==> config.mk <==
export PLATFORM = sky130hd
export DESIGN_NAME = mat_vec_mac_seq
export DESIGN_NICKNAME = d
export VERILOG_FILES = /design/src/rtl/mvm_pkg.sv /design/src/rtl/mvm_mac.sv /design/src/rtl/mat_vec_mac_seq.sv
export SDC_FILE = /design/constraint.sdc
export NUM_CORES = 1
export LEC_CHECK = 0
export CELL_PAD_IN_SITES_DETAIL_PLACEMENT = 1
export CELL_PAD_IN_SITES_GLOBAL_PLACEMENT = 2
export CORE_UTILIZATION = 37
export CTS_CLUSTER_SIZE = 16
export DETAILED_ROUTE_END_ITERATION = 6
export PLACE_DENSITY_LB_ADDON = 0.1
export SLEW_MARGIN = 20
export SYNTH_ARGS = -nofsm -noshare
export SYNTH_HDL_FRONTEND = slang
export SYNTH_HIERARCHICAL = 1
export SYNTH_SLANG_ARGS = --single-unit
export TNS_END_PERCENT = 10
==> constraint.sdc <==
create_clock -name clk -period 4.8 [get_ports clk]
set_input_delay 1.2 -clock clk [delete_from_list [all_inputs] [get_ports clk]]
set_output_delay 1.2 -clock clk [all_outputs]
set_load 0.005 [all_outputs]
==> src/rtl/mvm_pkg.sv <==
`default_nettype none
// ----------------------------------------------------------------------------
// Module   : mvm_pkg
// Brief    : Shared FSM state type and width helpers for mat_vec_mac_seq.
// Revision : 1.0
// ----------------------------------------------------------------------------
package mvm_pkg;

  typedef enum logic [1:0] {
    S_LOAD = 2'd0,
    S_MAC  = 2'd1,
    S_OUT  = 2'd2
  } state_e;

  // Worst-case dot product of n W-bit terms fits without wrap.
  function automatic int acc_w(input int n, input int w);
    return 2 * w + $clog2(n);
  endfunction

  // Index width for counting 0..n-1, never narrower than one bit.
  function automatic int cnt_w(input int n);
    return (n > 1) ? $clog2(n) : 1;
  endfunction

endpackage
`default_nettype wire

==> src/rtl/mvm_mac.sv <==
`default_nettype none
// ----------------------------------------------------------------------------
// Module   : mvm_mac
// Brief    : Single multiply-accumulate lane with clear and enable.
// Revision : 1.0
// ----------------------------------------------------------------------------
module mvm_mac #(
  parameter int W      = 4,
  parameter int ACC_W  = 9,
  parameter bit SIGNED = 1'b0
) (
  input  logic             clk,
  input  logic             rst,
  input  logic             clr,
  input  logic             en,
  input  logic [W-1:0]     a_i,
  input  logic [W-1:0]     b_i,
  output logic [ACC_W-1:0] sum_o
);

  logic [ACC_W-1:0] acc_q;
  logic [ACC_W-1:0] w_a_ext;
  logic [ACC_W-1:0] w_b_ext;
  logic [ACC_W-1:0] w_prod;

  // Extending to full accumulator width first keeps the modular product exact.
  generate
    if (SIGNED) begin : g_sext
      assign w_a_ext = {{(ACC_W-W){a_i[W-1]}}, a_i};
      assign w_b_ext = {{(ACC_W-W){b_i[W-1]}}, b_i};
    end else begin : g_zext
      assign w_a_ext = {{(ACC_W-W){1'b0}}, a_i};
      assign w_b_ext = {{(ACC_W-W){1'b0}}, b_i};
    end
  endgenerate

  assign w_prod = w_a_ext * w_b_ext;
  assign sum_o  = acc_q + w_prod;

  always_ff @(posedge clk) begin
    if (rst || clr) begin
      acc_q <= '0;
    end else if (en) begin
      acc_q <= sum_o;
    end
  end

endmodule
`default_nettype wire

==> src/rtl/mat_vec_mac_seq.sv <==
`default_nettype none
// ----------------------------------------------------------------------------
// Module   : mat_vec_mac_seq
// Brief    : Sequential N x N matrix times N-vector using one shared MAC lane.
// Revision : 1.0
// ----------------------------------------------------------------------------
module mat_vec_mac_seq
  import mvm_pkg::*;
#(
  parameter  int N      = 2,
  parameter  int W      = 4,
  parameter  bit SIGNED = 1'b0,
  localparam int ACC_W  = acc_w(N, W),
  localparam int AW     = cnt_w(N * N),
  localparam int CW     = cnt_w(N)
) (
  input  logic             clk,
  input  logic             rst,
  input  logic             mat_wr_en,
  input  logic [AW-1:0]    mat_wr_addr,
  input  logic [W-1:0]     mat_wr_data,
  input  logic             vec_valid,
  output logic             vec_ready,
  input  logic [W-1:0]     vec_data,
  output logic             res_valid,
  input  logic             res_ready,
  output logic [ACC_W-1:0] res_data,
  output logic             res_last,
  output logic             busy,
  output logic             wr_err
);

  state_e           state_q, state_d;
  logic [CW-1:0]    vcnt_q;
  logic [CW-1:0]    row_q;
  logic [CW-1:0]    col_q;
  logic [W-1:0]     m_q [N*N];
  logic [W-1:0]     v_q [N];
  logic [ACC_W-1:0] result_q;
  logic             wr_err_q;

  logic [ACC_W-1:0] w_sum;
  logic [AW-1:0]    w_m_idx;
  logic             w_vec_hs;
  logic             w_wr_win;
  logic             w_addr_ok;
  logic             w_last_v;
  logic             w_last_col;
  logic             w_last_row;
  logic             w_mac_clr;
  logic             w_mac_en;

  assign w_vec_hs   = vec_valid && vec_ready;
  assign w_wr_win   = (state_q == S_LOAD) && (vcnt_q == '0);
  assign w_last_v   = (vcnt_q == CW'(N - 1));
  assign w_last_col = (col_q == CW'(N - 1));
  assign w_last_row = (row_q == CW'(N - 1));
  assign w_m_idx    = AW'(row_q) * AW'(N) + AW'(col_q);

  // Addresses past N*N only exist when N*N is not a power of two.
  generate
    if (N * N == (1 << AW)) begin : g_addr_full
      assign w_addr_ok = 1'b1;
    end else begin : g_addr_part
      assign w_addr_ok = (int'(mat_wr_addr) < N * N);
    end
  endgenerate

  always_ff @(posedge clk) begin
    if (rst) begin
      state_q <= S_LOAD;
    end else begin
      state_q <= state_d;
    end
  end

  always_comb begin
    state_d = state_q;
    case (state_q)
      S_LOAD:  if (w_vec_hs && w_last_v) state_d = S_MAC;
      S_MAC:   if (w_last_col) state_d = S_OUT;
      S_OUT:   if (res_ready) state_d = w_last_row ? S_LOAD : S_MAC;
      default: state_d = S_LOAD;
    endcase
  end

  // The accumulator is held clear outside S_MAC so every row starts from zero.
  always_comb begin
    vec_ready = 1'b0;
    res_valid = 1'b0;
    w_mac_clr = 1'b0;
    w_mac_en  = 1'b0;
    case (state_q)
      S_LOAD: begin
        vec_ready = 1'b1;
        w_mac_clr = 1'b1;
      end
      S_MAC: begin
        w_mac_en = 1'b1;
      end
      S_OUT: begin
        res_valid = 1'b1;
        w_mac_clr = 1'b1;
      end
      default: begin
        w_mac_clr = 1'b1;
      end
    endcase
  end

  assign res_last = (state_q == S_OUT) && w_last_row;
  assign res_data = result_q;
  assign busy     = (state_q != S_LOAD) || (vcnt_q != '0);
  assign wr_err   = wr_err_q;

  always_ff @(posedge clk) begin
    if (rst) begin
      vcnt_q   <= '0;
      row_q    <= '0;
      col_q    <= '0;
      result_q <= '0;
      wr_err_q <= 1'b0;
      for (int i = 0; i < N * N; i++) m_q[i] <= '0;
      for (int i = 0; i < N; i++) v_q[i] <= '0;
    end else begin
      if (mat_wr_en) begin
        if (!w_wr_win) begin
          wr_err_q <= 1'b1;
        end else if (w_addr_ok) begin
          m_q[mat_wr_addr] <= mat_wr_data;
        end
      end
      case (state_q)
        S_LOAD: begin
          if (w_vec_hs) begin
            v_q[vcnt_q] <= vec_data;
            vcnt_q      <= w_last_v ? '0 : vcnt_q + CW'(1);
            row_q       <= '0;
            col_q       <= '0;
          end
        end
        S_MAC: begin
          col_q <= w_last_col ? '0 : col_q + CW'(1);
          if (w_last_col) result_q <= w_sum;
        end
        S_OUT: begin
          if (res_ready) begin
            row_q <= w_last_row ? '0 : row_q + CW'(1);
            col_q <= '0;
          end
        end
        default: ;
      endcase
    end
  end

  mvm_mac #(
    .W      (W),
    .ACC_W  (ACC_W),
    .SIGNED (SIGNED)
  ) u_mac (
    .clk   (clk),
    .rst   (rst),
    .clr   (w_mac_clr),
    .en    (w_mac_en),
    .a_i   (m_q[w_m_idx]),
    .b_i   (v_q[col_q]),
    .sum_o (w_sum)
  );

endmodule
`default_nettype wire

==> impl_metrics.toml, run 1 <==
[sta]
finalCriticalPeriod_ns = 4.29
max_slew_margin = 0.513
slew_violations = 0
rsz0062_at_grt = "no"
setup_viol = 0
tightest_slew_ns = 0.728
tns_ns = 0
clock.fmax_ghz = 0.233
final_hold_viol_count = 0
worst_slack_ns = 0.508
finalClockSkew_ns = 0.0130
fin_crit_sh = 0.894

[place]
placed_cell_area_um2 = 3260
preCtsSetupSlack_ns = 0.492
gp_congestion = 0.752
port_buffers = 28
dp.cells = 395
post-dp-hpwl_um = 4990

[cells_and_area]
fillers = 815
regArea_um2 = 1220
instances_no_fill = 403
drive_gt1_frac = 0.105
design_area_um2 = 3380
multiInputGateArea_um2 = 1510
diodes = 0
num-nets-final = 344
area.growth.synth_to_final_pct = 16.1
postLayoutCoreUtil = 0.456

[cts]
cts_setup_buffers = 0
h-tree-depth = 2
clock_path_buffers = 2
root_buffer = "clkbuf_8"
cts_tree = "built"
postCtsResizedCells = 0
clk_pin_slew_ns = 0.10
numCtsBuffers = 5
clkSinkCount = 49
clkLatencyLatePin_ns = 0.32
ctsHoldBuffers = 0

[status]
outcome = "finished clean"

[floorplanning]
die_h_um = 90.7
die_area_um2 = 8220
num_rows = 31
num_io_pins = 29
core_um2 = 7410
die_w_um = 90.7
start_util = 0.393

[synth]
syn_area_per_cell_um2 = 10.5
ys_seq_elements = 49
synth_edf_count = 24
netlist_area_um2 = 2910
syn_nets = 318
yosys_warnings = 6
ys_types = 53
synthArstFlopShare = 0
yosys-top-cells-area = "edfxtp_1 25%, dfxtp_1 17%, ha_1 7.3%"
synth_top_area_frac = 0.248
netlist_instances = 277
yosys.area.top_type = "edfxtp_1"
ys_seq_area_frac = 0.420
synth_flop_cell = "dfxtp_1"

[grt]
grt_pass1_wl_um = 10500
grt_max_degree = 23
grt_usage = 0.165
antenna_found_initial = 0
grt_overflow = 0
grt_pass1_vias = 2042

[routing]
viasPerCell = 4.93
drt_iter0_drc = 45
wl_per_cell_um = 15.6
ant_nets = 0
post-route-drc-count = 0
wirelength_um = 6280
vias = 1985
wl_met2_um = 3350
drt-met1-wl_um = 2760
dr.pass1.iters = 4
highest_layer = "met4"
wl_met3_um = 102

[worst_setup_path]
max_stage_delay_ns = 0.60
path_max_fanout = 8
critPathRequiredTime_ns = 5.00
crit_slowest_cell = "mux4_2"
cp.buffers_inverters = 1
path_common_cell = "fa_1"
startpoint_type = "flip-flop"
endpoint_kind = "flip-flop"
cp_cell_sequence = "mux4_2 > nand2_1 > fa_1 > fa_1 > fa_1 > inv_1 > ha_1 > o21ai_1 > o211ai_1 > and3_1 > or2_1 > xnor2_1 > mux2i_1 > nor2_1"
critPathTopFamily = "adder cells"
path_class = "flip-flop to flip-flop"
crit_arrival_ns = 4.49

[worst_hold_path]
min_path_type = "flip-flop to flip-flop"

[run]
drv_cap = 0

[power]
p_leak_nw = 1.40
power_density_nw_per_um2 = 279
vdd_ir_drop_max_uv = 127
[Yosys cell counts, types with 3 or more instances]
library cell  instances
xnor2_1               6
clkbuf_1              5
nor2_1               33
inv_1                30
nand2b_1              4
and2_1               18
o21ai_0               3
buf_2                 3
nand3_1               3
mux2i_1              14
mux2_2                4
edfxtp_1             24
nand2_1              15
dfxtp_1              25
a31oi_1               4
mux4_2                4
ha_1                 17
fa_1                  9
nand3b_1              4
nor3_2                3
a21oi_1               6
[cell type report]
class,count,share of cell area
clock buffers,5,0.0204
clock inverters,3,0.0130
inverters,30,0.0333
multi-input cells,187,0.448
flip-flops and latches,49,0.362
well taps,99,0.0367
repair buffers,30,0.0874
[report_power, final]
part	internal, mW	switching, mW	total, mW
clock network	0.156	0.152	0.309
registers	0.458	0.0117	0.470
logic	0.0713	0.0928	0.164
[path summary, 6_finish.rpt]
path | cells after the start | startpoint | end | slack (ns)
setup / recovery | 14 | col_q | res_data[8] | 0.51
hold / removal | 2 | wr_err | wr_err | 0.50
setup reg to reg | 14 | col_q | res_data[8] | 0.51
hold reg to reg | 2 | wr_err | wr_err | 0.50
[cells in the final DEF, fill, tap and decap left out, types with 2 or more instances in the layout]
master and count:
buf_4 2, dfxtp_1 25, o21ai_1 2, and2_1 18
nand3_1 3, nor3_1 2, clkdlybuf4s50_1 28, edfxtp_1 24
mux4_2 4, nor4_2 2, o21ai_0 3, nand3b_1 4
nor2_1 33, or2_2 2, nand2b_1 4, fa_1 9
nand4b_1 2, mux2i_1 14, o211ai_1 2, nor4_1 2
nor2b_1 2, clkbuf_8 5, a21oi_1 6, and3_1 2
a31oi_1 4, nor3_2 3, xnor2_1 6, nand2_1 15
ha_1 17, inv_1 30, mux2_2 4, o31ai_1 2
[registers in the layout (all words and copies together) (netlist names), named ones only]
register     count
col_q            1
m_q             16
res_data         9
row_q            1
state_q          2
u_mac/acc_q      9
v_q              8
vcnt_q           1
wr_err           1
[worst register-to-register path: stages (launching register included)]
cell and delay, ns:
dfxtp_1 0.55, mux4_2 0.60, nand2_1 0.12, fa_1 0.44, fa_1 0.51, fa_1 0.51, inv_1 0.04, ha_1 0.34
o21ai_1 0.18, o211ai_1 0.12, and3_1 0.19, or2_1 0.25, xnor2_1 0.13, mux2i_1 0.13, nor2_1 0.06
[per-stage QoR]
stage / power, mW / hold WS, ns
3_5_place_dp: 0.647 / 0.470
5_1_grt: 0.985 / 0.530
2_1_floorplan: 0.592 / 0.460
6_report: 0.943 / 0.496
3_3_place_gp: 0.644 / 0.456
4_1_cts: 0.955 / 0.504
[kinds of logic (layout without fill, tap and decap cells)]
kind of cell	after synthesis	after routing	share of synthesized area
and+or+nand+nor	104	104	0.203
DFF	49	49	0.420
buffers and inverters	41	68	0.0606
AOI/OAI and AO/OA	28	28	0.0654
adders and majority gates	26	26	0.135
muxes	22	22	0.0946
xor gates and xnor gates	7	7	0.0211
[per-layer routing]
layer,global-route usage,vias up
met5,0,-
met4,0.0403,0
met3,0.0253,7
met2,0.299,18
met1,0.202,963
li1,-,997
No activity file was read; power rests on OpenSTA's default activity.
==> inputs of run 2 (changes only) <==
==> constraint.sdc (replaced) <==
create_clock -name clk -period 4.8 [get_ports clk]
set_input_delay 1.2 -clock clk [delete_from_list [all_inputs] [get_ports clk]]
set_output_delay 1.2 -clock clk [all_outputs]
set_load 0.02 [all_outputs]
==> results of run 2 <==
Same layout as run 1 (identical final DEF). Status: finished clean.
Among the figures that moved: total power 0.943 mW -> 0.947 mW
==> inputs of run 3 (changes only) <==
--- a/config.mk
+++ b/config.mk
@@ -7,9 +7,10 @@
 export LEC_CHECK = 0
 export CELL_PAD_IN_SITES_DETAIL_PLACEMENT = 1
 export CELL_PAD_IN_SITES_GLOBAL_PLACEMENT = 2
-export CORE_UTILIZATION = 37
+export CORE_UTILIZATION = 41
 export CTS_CLUSTER_SIZE = 16
 export DETAILED_ROUTE_END_ITERATION = 6
+export DONT_BUFFER_PORTS = 1
 export PLACE_DENSITY_LB_ADDON = 0.1
 export SLEW_MARGIN = 20
 export SYNTH_ARGS = -nofsm -noshare
==> run 3 against run 2 <==
Effect of this change: cell area decreased by 9.2%; core utilization down 0.69 points; largest power group unchanged; cell count is 7.9% lower; sequential share of layout area is 3.7 points higher; die area shrank 9.5%; clock power is 17% lower; non-clock buffer count fell by 29.
==> impl_metrics.toml, run 3 (synthesis results as in run 1) <==
[worst_setup_path]
cp.buffers_inverters = 1
r2r_slack_ns = 0.55
crit_slowest_cell = "mux4_2"
path_class = "flip-flop to flip-flop"
endpoint_kind = "flip-flop"
crit_arrival_ns = 4.45
startpoint_type = "flip-flop"
path_max_fanout = 8
reg2reg_from = "col_q"
rr_worst_depth = 14
critPathTopFamily = "adder cells"
cp_cell_sequence = "mux4_2 > nand2_1 > fa_1 > fa_1 > fa_1 > inv_1 > ha_1 > o21ai_1 > o211ai_1 > and3_1 > or2_1 > xnor2_1 > mux2i_1 > nor2_1"
path_common_cell = "fa_1"
critPathRequiredTime_ns = 5.00
r2r_end = "res_data[8]"
max_stage_delay_ns = 0.60

[grt]
grt_pass1_vias = 1877
antenna_found_initial = 0
grt_pass1_wl_um = 9680
grt_max_degree = 24
grt_overflow = 0
grt_usage = 0.175

[place]
gp_congestion = 0.745
placed_cell_area_um2 = 2970
post-dp-hpwl_um = 4730
port_buffers = 0

[worst_hold_path]
hold_depth = 2
min_path_type = "flip-flop to flip-flop"
min_from = "u_mac/acc_q[3]"
hold_path_end = "u_mac/acc_q[3]"

[cts]
h-tree-depth = 2
postCtsResizedCells = 0
clkLatencyLatePin_ns = 0.31
numCtsBuffers = 5
cts_tree = "built"
clk_pin_slew_ns = 0.10
clock_path_buffers = 2
cts_setup_buffers = 0
ctsHoldBuffers = 0
root_buffer = "clkbuf_8"
clkSinkCount = 49

[run]
drv_cap = 0

[floorplanning]
core_um2 = 6830
num_io_pins = 29
die_h_um = 86.2
num_rows = 30
start_util = 0.426
die_area_um2 = 7440
die_w_um = 86.2

[cells_and_area]
postLayoutCoreUtil = 0.449
drive_gt1_frac = 0.113
fillers = 784
diodes = 0
num-nets-final = 315
final_cell_mix = "33 x nor2_1, 30 x inv_1, 25 x dfxtp_1, 24 x edfxtp_1, 18 x and2_1"
regMostFlops = "m_q"
design_area_um2 = 3070
regArea_um2 = 1220
area.growth.synth_to_final_pct = 5.42
layout_commonest_cell = "nor2_1"
multiInputGateArea_um2 = 1510
largest_reg_flops = 16

[power]
switching_share = 0.290
p_leak_nw = 1.28
vdd_ir_drop_max_uv = 154
seqPwrFrac = 0.541
p_clk_frac = 0.295
power_density_nw_per_um2 = 284
p_int_mw = 0.619
p_comb_frac = 0.163
p_sw_mw = 0.252
power_mw = 0.871

[sta]
whs_ns = 0.508
rsz0062_at_grt = "no"
setup_viol = 0
finalClockSkew_ns = 0.0117
max_slew_margin = 0.520
slew_violations = 0
finalCriticalPeriod_ns = 4.25
final_hold_viol_count = 0
clock.fmax_ghz = 0.235
fin_crit_sh = 0.885
tns_ns = 0
tightest_slew_ns = 0.719

[routing]
dr.pass1.iters = 4
post-route-drc-count = 0
viasPerCell = 5.12
ant_nets = 0
wl_per_cell_um = 16.1
drt_iter0_drc = 38
wirelength_um = 5990
vias = 1899

[status]
outcome = "finished clean"
run 3: cell count changes in the layout (fill, tap and decap cells not counted):
| cell | delta |
|---|---|
| clkdlybuf4s50_1 | -28 |
| clkinv_4 | +1 |
| clkinvlp_4 | +1 |
| clkinv_2 | -1 |
| buf_4 | -1 |
| bufinv_16 | -1 |
run 3: metal layers:
layer	vias to the layer above	wire length [um]	track usage
met3	4	132	0.0295
met5	-	0	0
met4	0	65	0.0500
met2	25	2900	0.289
li1	943	-	-
met1	927	2880	0.239
run 3: worst min-delay path: stages (launching register included):
cell      delay, ns
dfxtp_1        0.31
inv_1          0.09
a211oi_1       0.07
run 3: metrics by stage:
step | instances | worst slack, ns
after CTS | 371 | 0.489
after detailed placement | 363 | 0.511
final | 371 | 0.552
after floorplan | 277 | 0.790
after global placement | 363 | 0.603
after global routing | 371 | 0.245
run 3: area by class of cell:
cell class / count / share of cell area
Clock buffer: 5 / 0.0224
Clock inverter: 3 / 0.00816
Inverter: 30 / 0.0367
Multi-Input combinational cell: 187 / 0.493
Sequential cell: 49 / 0.398
Tap cell: 96 / 0.0392
Timing Repair Buffer: 1 / 0.00245
run 3: power groups by stage:
stage	Clock [mW]	Combinational [mW]	Sequential (mW)
finish	0.257	0.142	0.472
global route	0.282	0.162	0.475
CTS	0.269	0.146	0.472
detailed placement	0	0.145	0.482
global placement	0	0.143	0.481
floorplan	0	0.122	0.474
run 3: worst max-delay path by stage:
| stage | slack (ns) | to | depth (start not counted) | from |
|---|---|---|---|---|
| final | 0.55 | res_data[8] | 14 | col_q |
| after floorplan | 0.79 | res_data[8] | 15 | col_q |
| after global routing | 0.25 | res_data[7] | 14 | col_q |
| after global placement | 0.60 | res_data[8] | 14 | col_q |
| after detailed placement | 0.51 | res_data[8] | 14 | col_q |
| after CTS | 0.49 | res_data[8] | 14 | col_q |
